===== src/rtl/jtopll_wr_ctrl.sv =====
// CPU write controller for the OPLL register block: decodes index/data writes into
// patch, rhythm and channel update commands, holding each channel command for a full slot frame.
module jtopll_wr_ctrl (
    input  logic       clk,
    input  logic       rst_n,
    input  logic       cen,
    input  logic       zero,
    input  logic       wr,
    input  logic       addr,
    input  logic [7:0] din,
    output logic [7:0] dout,
    output logic [1:0] sel_group,
    output logic [2:0] sel_sub,
    output logic       up_fnumlo,
    output logic       up_fnumhi,
    output logic       up_inst,
    output logic       up_original,
    output logic       rhy_en,
    output logic [4:0] rhy_kon,
    output logic       busy,
    output logic       drop
);

    typedef enum logic [1:0] {
        IDLE  = 2'd0,
        WAIT0 = 2'd1,
        FRAME = 2'd2
    } state_t;

    // kind: 1 = FNUMLO, 2 = FNUMHI, 3 = INST
    typedef struct packed {
        logic [1:0] kind;
        logic [3:0] ch;
        logic [7:0] data;
    } cmd_t;

    function automatic logic [1:0] ch_group(input logic [3:0] ch);
        logic [1:0] g;
        case (ch)
            4'd0, 4'd1, 4'd2: g = 2'd0;
            4'd3, 4'd4, 4'd5: g = 2'd1;
            default:          g = 2'd2;
        endcase
        return g;
    endfunction

    function automatic logic [2:0] ch_sub(input logic [3:0] ch);
        logic [2:0] s;
        case (ch)
            4'd0, 4'd3, 4'd6: s = 3'd0;
            4'd1, 4'd4, 4'd7: s = 3'd1;
            default:          s = 3'd2;
        endcase
        return s;
    endfunction

    logic [7:0] idx_reg;
    state_t     state_reg, state_next;
    cmd_t       act_reg, act_next;
    cmd_t       pend_reg, pend_next;
    logic       pend_valid_reg, pend_valid_next;
    logic       drop_next;

    logic       data_wr;
    logic       patch_wr;
    logic       rhy_wr;
    logic       chan_wr;
    logic [1:0] chan_kind;
    logic       frame_tick;
    cmd_t       new_cmd;

    always_comb begin
        data_wr    = wr & addr;
        patch_wr   = data_wr && (idx_reg[7:3] == 5'd0);
        rhy_wr     = data_wr && (idx_reg == 8'h0E);
        case (idx_reg[7:4])
            4'h1:    chan_kind = 2'd1;
            4'h2:    chan_kind = 2'd2;
            4'h3:    chan_kind = 2'd3;
            default: chan_kind = 2'd0;
        endcase
        chan_wr    = data_wr && (chan_kind != 2'd0) && (idx_reg[3:0] <= 4'd8);
        frame_tick = cen & zero;
        new_cmd    = '{kind: chan_kind, ch: idx_reg[3:0], data: din};
    end

    // Two-stage command path: active is driven until two frame markers pass,
    // pending waits behind it; a third command arriving while both are full is lost.
    always_comb begin
        state_next      = state_reg;
        act_next        = act_reg;
        pend_next       = pend_reg;
        pend_valid_next = pend_valid_reg;
        drop_next       = 1'b0;
        case (state_reg)
            IDLE: begin
                if (chan_wr) begin
                    act_next   = new_cmd;
                    state_next = WAIT0;
                end
            end
            WAIT0: begin
                if (frame_tick) begin
                    state_next = FRAME;
                end
                if (chan_wr) begin
                    if (!pend_valid_reg) begin
                        pend_next       = new_cmd;
                        pend_valid_next = 1'b1;
                    end else begin
                        drop_next = 1'b1;
                    end
                end
            end
            FRAME: begin
                if (frame_tick) begin
                    if (pend_valid_reg) begin
                        act_next   = pend_reg;
                        state_next = WAIT0;
                        if (chan_wr) begin
                            pend_next = new_cmd;
                        end else begin
                            pend_valid_next = 1'b0;
                        end
                    end else if (chan_wr) begin
                        act_next   = new_cmd;
                        state_next = WAIT0;
                    end else begin
                        state_next = IDLE;
                    end
                end else if (chan_wr) begin
                    if (!pend_valid_reg) begin
                        pend_next       = new_cmd;
                        pend_valid_next = 1'b1;
                    end else begin
                        drop_next = 1'b1;
                    end
                end
            end
            default: begin
                state_next = IDLE;
            end
        endcase
    end

    always_ff @(posedge clk) begin
        if (!rst_n) begin
            idx_reg        <= 8'd0;
            state_reg      <= IDLE;
            act_reg        <= '0;
            pend_reg       <= '0;
            pend_valid_reg <= 1'b0;
            dout           <= 8'd0;
            sel_group      <= 2'd0;
            sel_sub        <= 3'd0;
            up_fnumlo      <= 1'b0;
            up_fnumhi      <= 1'b0;
            up_inst        <= 1'b0;
            up_original    <= 1'b0;
            rhy_en         <= 1'b0;
            rhy_kon        <= 5'd0;
            busy           <= 1'b0;
            drop           <= 1'b0;
        end else begin
            if (wr && !addr) begin
                idx_reg <= din;
            end
            state_reg      <= state_next;
            act_reg        <= act_next;
            pend_reg       <= pend_next;
            pend_valid_reg <= pend_valid_next;
            busy           <= pend_valid_next;
            drop           <= drop_next;
            up_original    <= patch_wr;

            if (rhy_wr) begin
                rhy_en  <= din[5];
                rhy_kon <= din[4:0];
            end

            // A patch byte borrows the bus for one cycle; the channel FSM keeps counting.
            if (patch_wr) begin
                dout      <= din;
                sel_sub   <= idx_reg[2:0];
                up_fnumlo <= 1'b0;
                up_fnumhi <= 1'b0;
                up_inst   <= 1'b0;
            end else if (state_next != IDLE) begin
                dout      <= act_next.data;
                sel_group <= ch_group(act_next.ch);
                sel_sub   <= ch_sub(act_next.ch);
                up_fnumlo <= (act_next.kind == 2'd1);
                up_fnumhi <= (act_next.kind == 2'd2);
                up_inst   <= (act_next.kind == 2'd3);
            end else begin
                up_fnumlo <= 1'b0;
                up_fnumhi <= 1'b0;
                up_inst   <= 1'b0;
            end
        end
    end

endmodule


===== config.mk =====
export PLATFORM = sky130hd
export DESIGN_NAME = jtopll_wr_ctrl
export DESIGN_NICKNAME = d
export VERILOG_FILES = /design/src/rtl/jtopll_wr_ctrl.sv
export SDC_FILE = /design/constraint.sdc
export NUM_CORES = 1
export LEC_CHECK = 0
export BUFFER_PORTS_ARGS = -buffer_cell sky130_fd_sc_hd__buf_2
export CORE_UTILIZATION = 45
export CTS_CLUSTER_DIAMETER = 80
export CTS_CLUSTER_SIZE = 30
export DETAILED_ROUTE_END_ITERATION = 10
export PLACE_DENSITY = 0.73
export SYNTH_ARGS = -nofsm -noshare
export SYNTH_HDL_FRONTEND = slang
export SYNTH_SLANG_ARGS = --single-unit

===== constraint.sdc =====
create_clock -name clk -period 2.6 [get_ports clk]
set_input_delay 0 -clock clk [delete_from_list [all_inputs] [get_ports clk]]
set_output_delay 0 -clock clk [all_outputs]
set_load 0.05 [all_outputs]

Word level (Yosys, flattened, before mapping) --
Cells that the tools add are included.
Word-level totals: bits in registers 63, input bits 14, output and inout port bits 25, word-level logic and storage cells 95
Operators by class: muxes and demuxes 32, eq/ne operators 18, order comparisons 1, bitwise logic cells 5, reductions and logical operators 20
Operators with widths (number):
- 14-bit two-way mux | 8
- 14-bit case mux with 2 select lines | 2
- 4-bit by 2-bit equality test with 1-bit output, second input constant | 4
- 4-bit by 3-bit equality test with 1-bit output, second input constant | 4
- 8-bit two-way mux | 2
- 3-bit OR reduction | 5
- 2-bit case mux with 3 select lines | 2
- 1-bit two-way mux | 9
- 4-bit by 1-bit equality test with 1-bit output, second input constant | 2
- 8-bit by 4-bit equality test with 1-bit output, second input constant | 1
- 2-bit case mux with 2 select lines | 2
- 2-bit nonzero test | 4
- 2-bit equality test, second input constant | 3
- 2-bit two-way mux | 3
- 3-bit two-way mux | 2
- 3-bit != test, second input constant | 2
- 1-bit logical AND | 5
- 5-bit zero test | 1
- 2-bit by 1-bit equality test with 1-bit output, second input constant | 2
- 4-bit less-or-equal comparator, second input constant | 1
- 4-bit zero test | 1
- 1-bit case mux with 2 select lines | 2
- 1-bit NOT | 3
- 3-bit AND reduction | 1
- 4 further kinds | 5

Logic depth before layout (Yosys ltp) --
Gate-level depths: netlist of the first run.
word-level depth 14, mapped depth 11

Worst setup path after synthesis of the first run --
Ideal clock, no wire load.
path kind reg2reg, start point register pend_valid_reg, end point register sel_group[0], required time 2.483 ns, setup time 0.117 ns, path buffers 2, arrival 2.391 ns, cell stages (with the launch flop) 10, slack 0.092 ns, cells stage by stage dfxtp_1 -> clkbuf_1 -> inv_2 -> a21o_1 -> a21o_1 -> clkbuf_1 -> a221o_1 -> nand2_1 -> a21bo_1 -> a32o_1
Between the ends: word-level cells in the longest chain between the ends 6
RTL lines:
- from (decl) | line 61 | logic pend_valid_reg, pend_valid_next;
- from (signal assigned) | line 171 | pend_valid_reg <= pend_valid_next;
- 14-bit two-way mux | line 117 | if (pend_valid_reg) begin
- 14-bit two-way mux | line 116 | if (frame_tick) begin
- 14-bit case mux with 2 select lines | line 95 | case (state_reg)
- 4-bit by 3-bit equality test with 1-bit output, or another cell as far along | line 39 | case (ch)
- 3-bit OR reduction | line 39
- 2-bit case mux with 2 select lines | line 39
- to (signal assigned) | line 190 | sel_group <= ch_group(act_next.ch);
- to (decl) | line 12 | output logic [1:0] sel_group,
Parallel ways exist; a longest one is shown, timed or not. A chain may end at the register's enable or synchronous reset.

Worst setup path after layout of the first run --
start point register state_reg[0], end point register sel_sub[1]
Between the ends: word-level cells in the longest chain between the ends 7
RTL lines:
- from (decl) | line 58 | state_t state_reg, state_next;
- from (signal assigned) | line 168 | state_reg <= state_next;
- 2-bit equality test / 2-bit zero test (equally long branches) | line 95
- 14-bit case mux with 2 select lines | line 95
- 4-bit by 1-bit equality test with 1-bit output, or another cell as far along | line 49 | case (ch)
- 3-bit OR reduction | line 49
- 2-bit case mux with 2 select lines | line 49
- 3-bit two-way mux | line 188 | end else if (state_next != IDLE) begin
- 3-bit two-way mux | line 182 | if (patch_wr) begin
- to (signal assigned) | line 184 | sel_sub <= idx_reg[2:0];
- to (signal assigned) | line 191 | sel_sub <= ch_sub(act_next.ch);
- to (decl) | line 13 | output logic [2:0] sel_sub,
Parallel ways exist; a longest one is shown, timed or not. The select of a mux whose other input is x is not followed.

==> run_results.csv, run 1 <==
group,metric,value,unit
run_status,outcome,"completed",
layout,drive_gt1_share,22.9,%
setup_path,worst_setup_path_start_kind,"flip-flop",
job,maxCapViolCount,0,
setup_path,cp_data_required_time,2.84,ns
cts,cts_tree,"built",
die,start_util,47.2,%
setup_path,crit_chain,"inv_1 -> ha_1 -> and3_4 -> a21o_1 -> a21o_2 -> a222oi_1 -> buf_4 -> nand2b_1 -> mux2i_1 -> o311a_1",
die,dieWidth,81.3,um
cts,numCtsBuffers,9,
setup_path,cp-end-kind,"flip-flop",
route,drtPass1Iterations,5,
route,postRouteAntennaNets,0,
logic_synthesis,ys_types,47,
cts,clk_latency,0.35,ns
sta,fin_skew,0.0104,ns
sta,finalSetupViolCount,0,
setup_path,path_class,"reg -> reg",
logic_synthesis,synthArstFlopShare,0,%
grt,grt_pass1_vias,2137,
sta,rsz0062_at_grt,"false",
cts,cts_root_buf,"clkbuf_8",
route,vias,2365,
cts,clk_pin_slew,0.07,ns
setup_path,crit_buf_inv,2,
layout,register_area,1260,um2
route,first_iter_violations,261,
cts,htree_levels,3,
route,wl_per_cell,15.8,um
logic_synthesis,yosysSeqAreaShare,44.6,%
layout,n_fill_cell,519,
power,power_density,599,nW/um2
sta,worstMarginPinSlew,0.602,ns
setup_path,cp.depth,10,
hold_path,min_path_type,"in -> reg",
setup_path,reg2reg_depth,10,
power,power.leakage,0.00154,uW
logic_synthesis,syn-cell-area,2830,um2
die,die-area,6610,um2
die,core_area,5990,um2
sta,period_share,95.2,%
route,via_per_inst,5.51,
layout,num_antenna_cells,0,
setup_path,arrival,2.71,ns
logic_synthesis,synth_nets,314,
setup_path,max_stage_delay,0.36,ns
hold_path,holdPathStages,2,
placed_design,post-dp-hpwl,4770,um
logic_synthesis,synth_edf_count,0,
sta,max_freq,0.404,GHz
logic_synthesis,ys_seq_elements,63,
setup_path,cpMaxStageDelayCell,"dfxtp_2",
logic_synthesis,postSynthCellCount,296,
setup_path,cp_max_fo,8,
placed_design,io_buffer_count,38,
sta,fin_crit,2.48,ns
sta,slew-limit-headroom,59.5,%
grt,grt_use_total,22.3,%
power,ir_worst_vdd,0.000423,V
logic_synthesis,ys.flop_type,"dfxtp_1",
die,die_y,81.3,um
sta,drv_slew,0,
die,ios,39,
route,wl,6770,um
grt,grt_pass1_wl,10800,um
cts,post_cts_buffers,0,
grt,grt.overflow.total,0,
sta,final_hold_viol_count,0,
grt,grt_max_degree,37,
layout,multiInputGateArea,1470,um2
grt,antenna_found_initial,0,
cts,cts_buffer_depth,2,
logic_synthesis,yosys_warnings,0,
sta,fin_setup_tns,0,ns
layout,utilization,57.5,%
setup_path,crit_family,"compound AO/OA/AOI/OAI gates",
layout,area_growth_syn_to_layout,21.8,%
route,drc_errors,0,
placed_design,gp_congestion,0.883,
layout,nNetsFinal,367,
cts,clkSinkCount,63,
die,num_rows,28,
logic_synthesis,syn_area_per_cell,9.56,um2
-- layout by cell type (no fill, tap or decap), types with 4 or more instances in the layout --
| master | n |
|---|---|
| dlygate4sd3_1 | 8 |
| buf_4 | 14 |
| clkbuf_8 | 9 |
| nand2_1 | 26 |
| nand2b_1 | 5 |
| a222oi_1 | 9 |
| nor2b_1 | 37 |
| o21ai_0 | 8 |
| ha_1 | 4 |
| a21oi_1 | 7 |
| a221o_1 | 10 |
| buf_2 | 38 |
| nor3_1 | 4 |
| mux2i_1 | 23 |
| a21boi_0 | 8 |
| dfxtp_1 | 62 |
| and2_1 | 8 |
| nor2_1 | 17 |
| inv_1 | 6 |
-- per-layer routing --
metal	vias to the layer above	share of wire, %	global-route usage [%]	wire length, um
met5	-	0	0	0
met4	0	1.3	6.43	88
met3	9	5.9	7.53	400
met2	71	44	33.9	3010
met1	1117	48	29.6	3270
li1	1168	-	-	-
-- layout make-up --
| class | count | area share, % |
|---|---|---|
| Clock inverter | 7 | 2.14 |
| Tap cell | 75 | 2.72 |
| Multi-Input combinational cell | 207 | 42.7 |
| Sequential cell | 63 | 36.6 |
| Inverter | 7 | 0.763 |
| Timing Repair Buffer | 61 | 11.5 |
| Clock buffer | 9 | 3.59 |
-- what timing repair did --
item / CTS / global route
endpoints found under the hold margin: 23 / 0
setup endpoints to repair: 0 / 11
gates resized for setup: 0 / 7
hold buffers: 8 / 0
-- final timing paths --
kind / endpoint / slack [ns] / startpoint
max: sel_sub[1] / 0.12 / state_reg[0]
min: sel_group[1] / 0.04 / rst_n
max reg2reg: sel_sub[1] / 0.12 / state_reg[0]
min reg2reg: idx_reg[6] / 0.48 / idx_reg[6]
-- power breakdown --
group | leakage (uW) | internal (uW) | total [uW] | switching, uW
sequential | 0.000510 | 986 | 1000 | 15.0
combinational | 0.000927 | 84.0 | 221 | 137
clock | 0.0000992 | 443 | 844 | 401
total | 0.00154 | 1510 | 2070 | 553
-- kinds of logic (layout without fill, tap and decap cells) --
| logic type | count (synthesis) | count (layout) | share of synthesized area, % |
|---|---|---|---|
| xor gates and xnor gates | 1 | 1 | 0.310 |
| muxes | 25 | 25 | 8.93 |
| and+or+nand+nor | 113 | 113 | 22.2 |
| buffers and inverters | 26 | 84 | 3.98 |
| AOI/OAI and AO/OA | 64 | 64 | 18.2 |
| adders and majority gates | 4 | 4 | 1.77 |
| DFF | 63 | 63 | 44.6 |
-- synth_stat cells (8+ instances only) --
library cell  count  area, um2
a21boi_0          9       67.6
a21oi_1           8       40.0
a221o_1          10        100
a222oi_1          9       90.1
and2_1            8       50.1
clkbuf_1         10       37.5
dfxtp_1          63       1260
mux2i_1          23        230
nand2_1          26       97.6
nor2_1           17       63.8
nor2b_1          37        231
o21ai_0           8       40.0
-- per-stage QoR --
| step | setup WS (ns) | hold WS [ns] | power, uW | cell area [um2] | cells |
|---|---|---|---|---|---|
| 6_report | 0.124 | 0.0421 | 2070 | 3450 | 429 |
| 5_1_grt | 0.0339 | 0.0356 | 2150 | 3450 | 429 |
| 4_1_cts | 0.0138 | 0.0367 | 2070 | 3430 | 429 |
| 3_5_place_dp | 0.0457 | 0.294 | 1230 | 3150 | 405 |
| 3_3_place_gp | 0.139 | 0.292 | 1230 | 3150 | 405 |
| 2_1_floorplan | 0.0918 | 0.139 | 1160 | 2830 | 296 |
Note: power is estimated with default switching activity, not from simulation.
==> run 2, diff against run 1 <==
- REMOVE_ABC_BUFFERS: not set -> 1
==> run 2 against run 1 <==
Effect of this change:
- core utilization is 1.5 points higher
- die area stayed put
- critical path depth is 3 lower
- flip-flop and latch count stayed put
- clock skew is 0.00084 ns lower
- global-route usage is 0.23 points higher
- first-iteration DRC count is 27% lower
- non-clock buffer count is 3 higher
- via count is 0.47% lower
- critical path type unchanged
- hold slack better by 0.052 ns
- cell area is 2.6% higher
==> run_results.csv, run 2 (same netlist as run 1, synthesis figures left out) <==
group,metric,value,unit
cts,clk_latency,0.34,ns
layout,drive_gt1_share,23.5,%
placed_design,dpl_worst_slack,-0.0224,ns
job,maxCapViolCount,0,
setup_path,arrival,2.61,ns
sta,max_freq,0.418,GHz
grt,grt.overflow.total,0,
hold_path,min_path_type,"in -> reg",
setup_path,cp-end-kind,"flip-flop",
cts,numCtsBuffers,9,
sta,period_share,91.9,%
layout,area_growth_syn_to_layout,24.9,%
grt,grt_pass1_wl,10900,um
route,wl,6790,um
cts,cts_buffer_depth,2,
power,power_density,641,nW/um2
cts,cts_root_buf,"clkbuf_8",
layout,final_common_cell,"dfxtp_1",
setup_path,cp_data_required_time,2.82,ns
grt,antenna_found_initial,0,
setup_path,cp_max_fo,8,
power,ir_worst_vdd,0.000420,V
setup_path,path_class,"reg -> reg",
route,first_iter_violations,190,
grt,grt_use_total,22.5,%
power,power.leakage,0.00157,uW
setup_path,worst_setup_path_start_kind,"flip-flop",
cts,cts_tree,"built",
cts,clk_pin_slew,0.07,ns
layout,num_antenna_cells,0,
route,postRouteAntennaNets,0,
cts,htree_levels,3,
grt,grt_max_degree,48,
die,core_area,5990,um2
sta,fin_skew,0.00960,ns
route,drc_errors,0,
sta,drv_slew,0,
placed_design,gp_congestion,0.861,
die,ios,39,
sta,slew-limit-headroom,60.1,%
sta,worstMarginPinSlew,0.599,ns
die,die_y,81.3,um
grt,grt_pass1_vias,2270,
route,drtPass1Iterations,4,
sta,rsz0062_at_grt,"false",
power,power.total,2260,uW
run_status,outcome,"completed",
sta,fin_setup_tns,0,ns
sta,fin_crit,2.39,ns
sta,finalSetupViolCount,0,
cts,clkSinkCount,63,
placed_design,post-dp-hpwl,4590,um
layout,final_cell_mix,"dfxtp_1, buf_2, nor2b_1, nand2_1, mux2i_1",
route,vias,2354,
placed_design,io_buffer_count,38,
layout,utilization,59.0,%
layout,nNetsFinal,370,
sta,hold_slack,0.0944,ns
die,num_rows,28,
die,dieWidth,81.3,um
setup_path,rrSetupSlack,0.21,ns
cts,post_cts_buffers,0,
die,die-area,6610,um2
route,wl_per_cell,15.7,um
route,via_per_inst,5.45,
die,start_util,47.2,%
sta,postLayoutSetupSlackWorst,0.210,ns
sta,final_hold_viol_count,0,
## run 2: changes by cell type in the layout (fill, tap and decap cells not counted), moves of 2 or more
cell       before  now
clkinv_4        3    0
buf_4          14   16
bufinv_16       1    3
clkinv_2        2    0
## run 2: routing by layer
layer / part of all wire [%] / vias to the layer above / wire, um / track usage, %
li1: - / 1169 / - / -
met5: 0 / - / 0 / 0
met3: 7.2 / 9 / 489 / 4.49
met1: 45 / 1104 / 3060 / 29.5
met2: 46 / 72 / 3150 / 34.1
met4: 1.2 / 0 / 84 / 13.0
## run 2: final timing paths
| check | start | endpoint | cells past startpoint |
|---|---|---|---|
| max reg2reg | idx_reg[6] | dout[1] | 7 |
| max | idx_reg[6] | dout[1] | 7 |
| min reg2reg | sel_sub[2] | sel_sub[2] | 1 |
| min | addr | idx_reg[7] | 4 |
## run 2: critical path, stage by stage (launching register included)
cell      delay [ns]
dfxtp_1         0.33
and4bb_2        0.38
nand3b_4        0.17
mux2_1          0.37
mux2_2          0.27
a222oi_1        0.36
nor3b_1         0.12
a221o_1         0.27
## run 2: where the power goes
group	internal [uW]	switching, uW	total [uW]
sequential	986	13.7	999
combinational	85.7	139	225
clock	663	377	1040
total	1730	530	2260
## run 2: final cells by class
cell class                      count  area (um2)
Clock inverter                      5         105
Multi-Input combinational cell    207        1490
Inverter                            7        26.3
Fill cell                         527        2460
Timing Repair Buffer               64         420
Tap cell                           75        93.8
Clock buffer                       11         141
Sequential cell                    63        1260
## run 2: timing repair
item                       CTS  global route
setup endpoints to repair    4            11
cloned                       0             0
pin swaps                    0             1
hold buffers                 9             0
hold endpoints to repair    26             0
resized for setup            2             8
## run 2: metrics by stage
step / cells / instance area, um2
detailed placement: 407 / 3170
global placement: 407 / 3170
global route: 432 / 3530
floorplan: 277 / 2740
CTS: 432 / 3510
finish: 432 / 3530
==> run 3, diff against run 2 <==
- BUFFER_PORTS_ARGS: -buffer_cell sky130_fd_sc_hd__buf_2 -> not set
- DONT_BUFFER_PORTS: not set -> 1
- PLACE_DENSITY: 0.73 -> 0.68
==> run 3 against run 2 <==
Effect of this change:
- flip-flop and latch count unchanged
- first-iteration DRC count up 10%
- core utilization down 3.6 points
- largest cell class unchanged
==> run_results.csv, run 3 (same netlist as run 1, synthesis figures left out) <==
group,metric,value,unit
layout,area_growth_syn_to_layout,17.4,%
setup_path,crit_path_end,"dout[6]",
power,p_int,1530,uW
grt,grt_max_degree,50,
cts,htree_levels,3,
setup_path,cp_data_required_time,2.84,ns
setup_path,crit_chain,"inv_1 -> ha_1 -> and3_1 -> a21o_1 -> a21o_4 -> buf_4 -> a222oi_1 -> nor2b_1 -> nor2b_1 -> a221o_1",
setup_path,cp.depth,10,
die,die-area,6610,um2
cts,clk_pin_slew,0.08,ns
setup_path,reg2reg_depth,10,
die,dieWidth,81.3,um
grt,grt.overflow.total,0,
layout,final_cell_mix,"dfxtp_1, nor2b_1, nand2_1, mux2i_1, nor2_1",
layout,drive_gt1_share,13.7,%
power,clockPowerShare,42.3,%
route,wl,6750,um
power,power_density,628,nW/um2
sta,finalSetupViolCount,0,
setup_path,arrival,2.66,ns
grt,grt_pass1_wl,10900,um
die,die_y,81.3,um
die,num_rows,28,
sta,drv_slew,0,
sta,period_share,93.3,%
setup_path,cp-end-kind,"flip-flop",
setup_path,path_class,"reg -> reg",
grt,antenna_found_initial,0,
layout,nNetsFinal,334,
power,ir_worst_vdd,0.000520,V
sta,max_freq,0.412,GHz
cts,clkSinkCount,63,
grt,grt_use_total,22.3,%
cts,cts_tree,"built",
cts,cts_buffer_depth,2,
run_status,outcome,"completed",
route,drtPass1Iterations,8,
setup_path,crit_buf_inv,2,
cts,cts_root_buf,"clkbuf_8",
layout,utilization,55.4,%
power,power.total,2090,uW
route,drc_errors,0,
placed_design,post-dp-hpwl,4460,um
sta,slew-limit-headroom,59.8,%
sta,worstMarginPinSlew,0.602,ns
setup_path,cp_max_fo,6,
power,combPwrFrac,7.9,%
sta,fin_crit,2.43,ns
die,start_util,47.2,%
power,power.switching,554,uW
job,maxCapViolCount,0,
grt,grt_pass1_vias,2145,
setup_path,cpMostUsedCell,"nor2b_1",
sta,fin_skew,0.0140,ns
setup_path,rr_endpoint,"dout[6]",
die,ios,39,
route,first_iter_violations,209,
setup_path,rrSetupSlack,0.17,ns
setup_path,setup.worst_path.start,"state_reg[0]",
cts,numCtsBuffers,9,
setup_path,crit_family,"compound AO/OA/AOI/OAI gates",
cts,clk_latency,0.35,ns
route,vias,2267,
placed_design,io_buffer_count,0,
power,swShare,26.6,%
route,via_per_inst,5.72,
setup_path,cpMaxStageDelayCell,"dfxtp_2",
layout,num_antenna_cells,0,
setup_path,max_stage_delay,0.35,ns
sta,final_hold_viol_count,0,
setup_path,worst_setup_path_start_kind,"flip-flop",
layout,final_common_cell,"dfxtp_1",
power,power.leakage,0.00138,uW
route,postRouteAntennaNets,0,
power,pwr-share-seq,49.7,%
hold_path,min_path_type,"in -> reg",
setup_path,rr_startpoint,"state_reg[0]",
placed_design,gp_congestion,0.859,
die,core_area,5990,um2
route,wl_per_cell,17.0,um
==> run 3: cell types whose count changed in the layout (fill, tap and decap cells not counted), moves of 2 or more <==
cell / before / now
buf_2: 38 / 0
bufinv_16: 3 / 1
clkinv_4: 0 / 2
dlygate4sd3_1: 9 / 11
==> run 3: layout make-up <==
type                       instances  area (um2)
tap                               75        93.8
multi-input combinational        207        1470
clock inverter                     6        68.8
timing repair buffer              28         263
sequential                        63        1260
inverter                           7        26.3
fill                             544        2670
clock buffer                      10         138
==> run 3: repair_timing <==
item	4_1_cts	5_1_grt
hold buffers	12	0
endpoints found under the hold margin	58	0
setup endpoints to repair	0	16
gates resized for setup	0	5
buffers inserted	0	1
==> run 3: power groups by stage <==
stage          Combinational [uW]  Clock, uW  Sequential [uW]
3_5_place_dp                  130          0             1060
6_report                      165        883             1040
4_1_cts                       163        894             1040
2_1_floorplan                82.9          0             1060
3_3_place_gp                  127          0             1060
5_1_grt                       180        936             1040
==> run 3: routing by layer <==
layer  global-route usage [%]  part of all wire (%)  up-vias
met5                        0                     0        -
met4                     10.5                   1.4        0
met3                     6.07                   6.0       10
met2                     32.3                    45       71
met1                     30.5                    47     1084
li1                         -                     -     1102
==> run 3: worst min-delay path by stage <==
stage	start	endpoint	slack [ns]	depth (start not counted)
after CTS	din[0]	act_reg[0]	0.02	4
after global routing	rst_n	up_original	0.05	1
final	din[0]	act_reg[0]	0.02	4
after global placement	rst_n	act_reg[8]	0.13	1
after detailed placement	rst_n	act_reg[8]	0.13	1
after floorplan	rst_n	act_reg[10]	0.12	1
==> run 3: tightest hold or removal path, cell delays in order <==
cell and delay (ns):
mux2i_1 0.06, nor2b_1 0.11, a221oi_1 0.06, nor2b_1 0.10
==> run 3: stage by stage <==
stage | std cells | setup WS [ns] | setup TNS (ns) | instance area (um2) | hold slack (ns)
3_5_place_dp | 367 | 0.126 | 0 | 2960 | 0.133
5_1_grt | 396 | -0.0122 | -0.0122 | 3320 | 0.0481
2_1_floorplan | 277 | -0.173 | -2.74 | 2740 | 0.122
4_1_cts | 395 | 0.0749 | 0 | 3300 | 0.0172
3_3_place_gp | 367 | 0.198 | 0 | 2960 | 0.128
6_report | 396 | 0.173 | 0 | 3320 | 0.0234
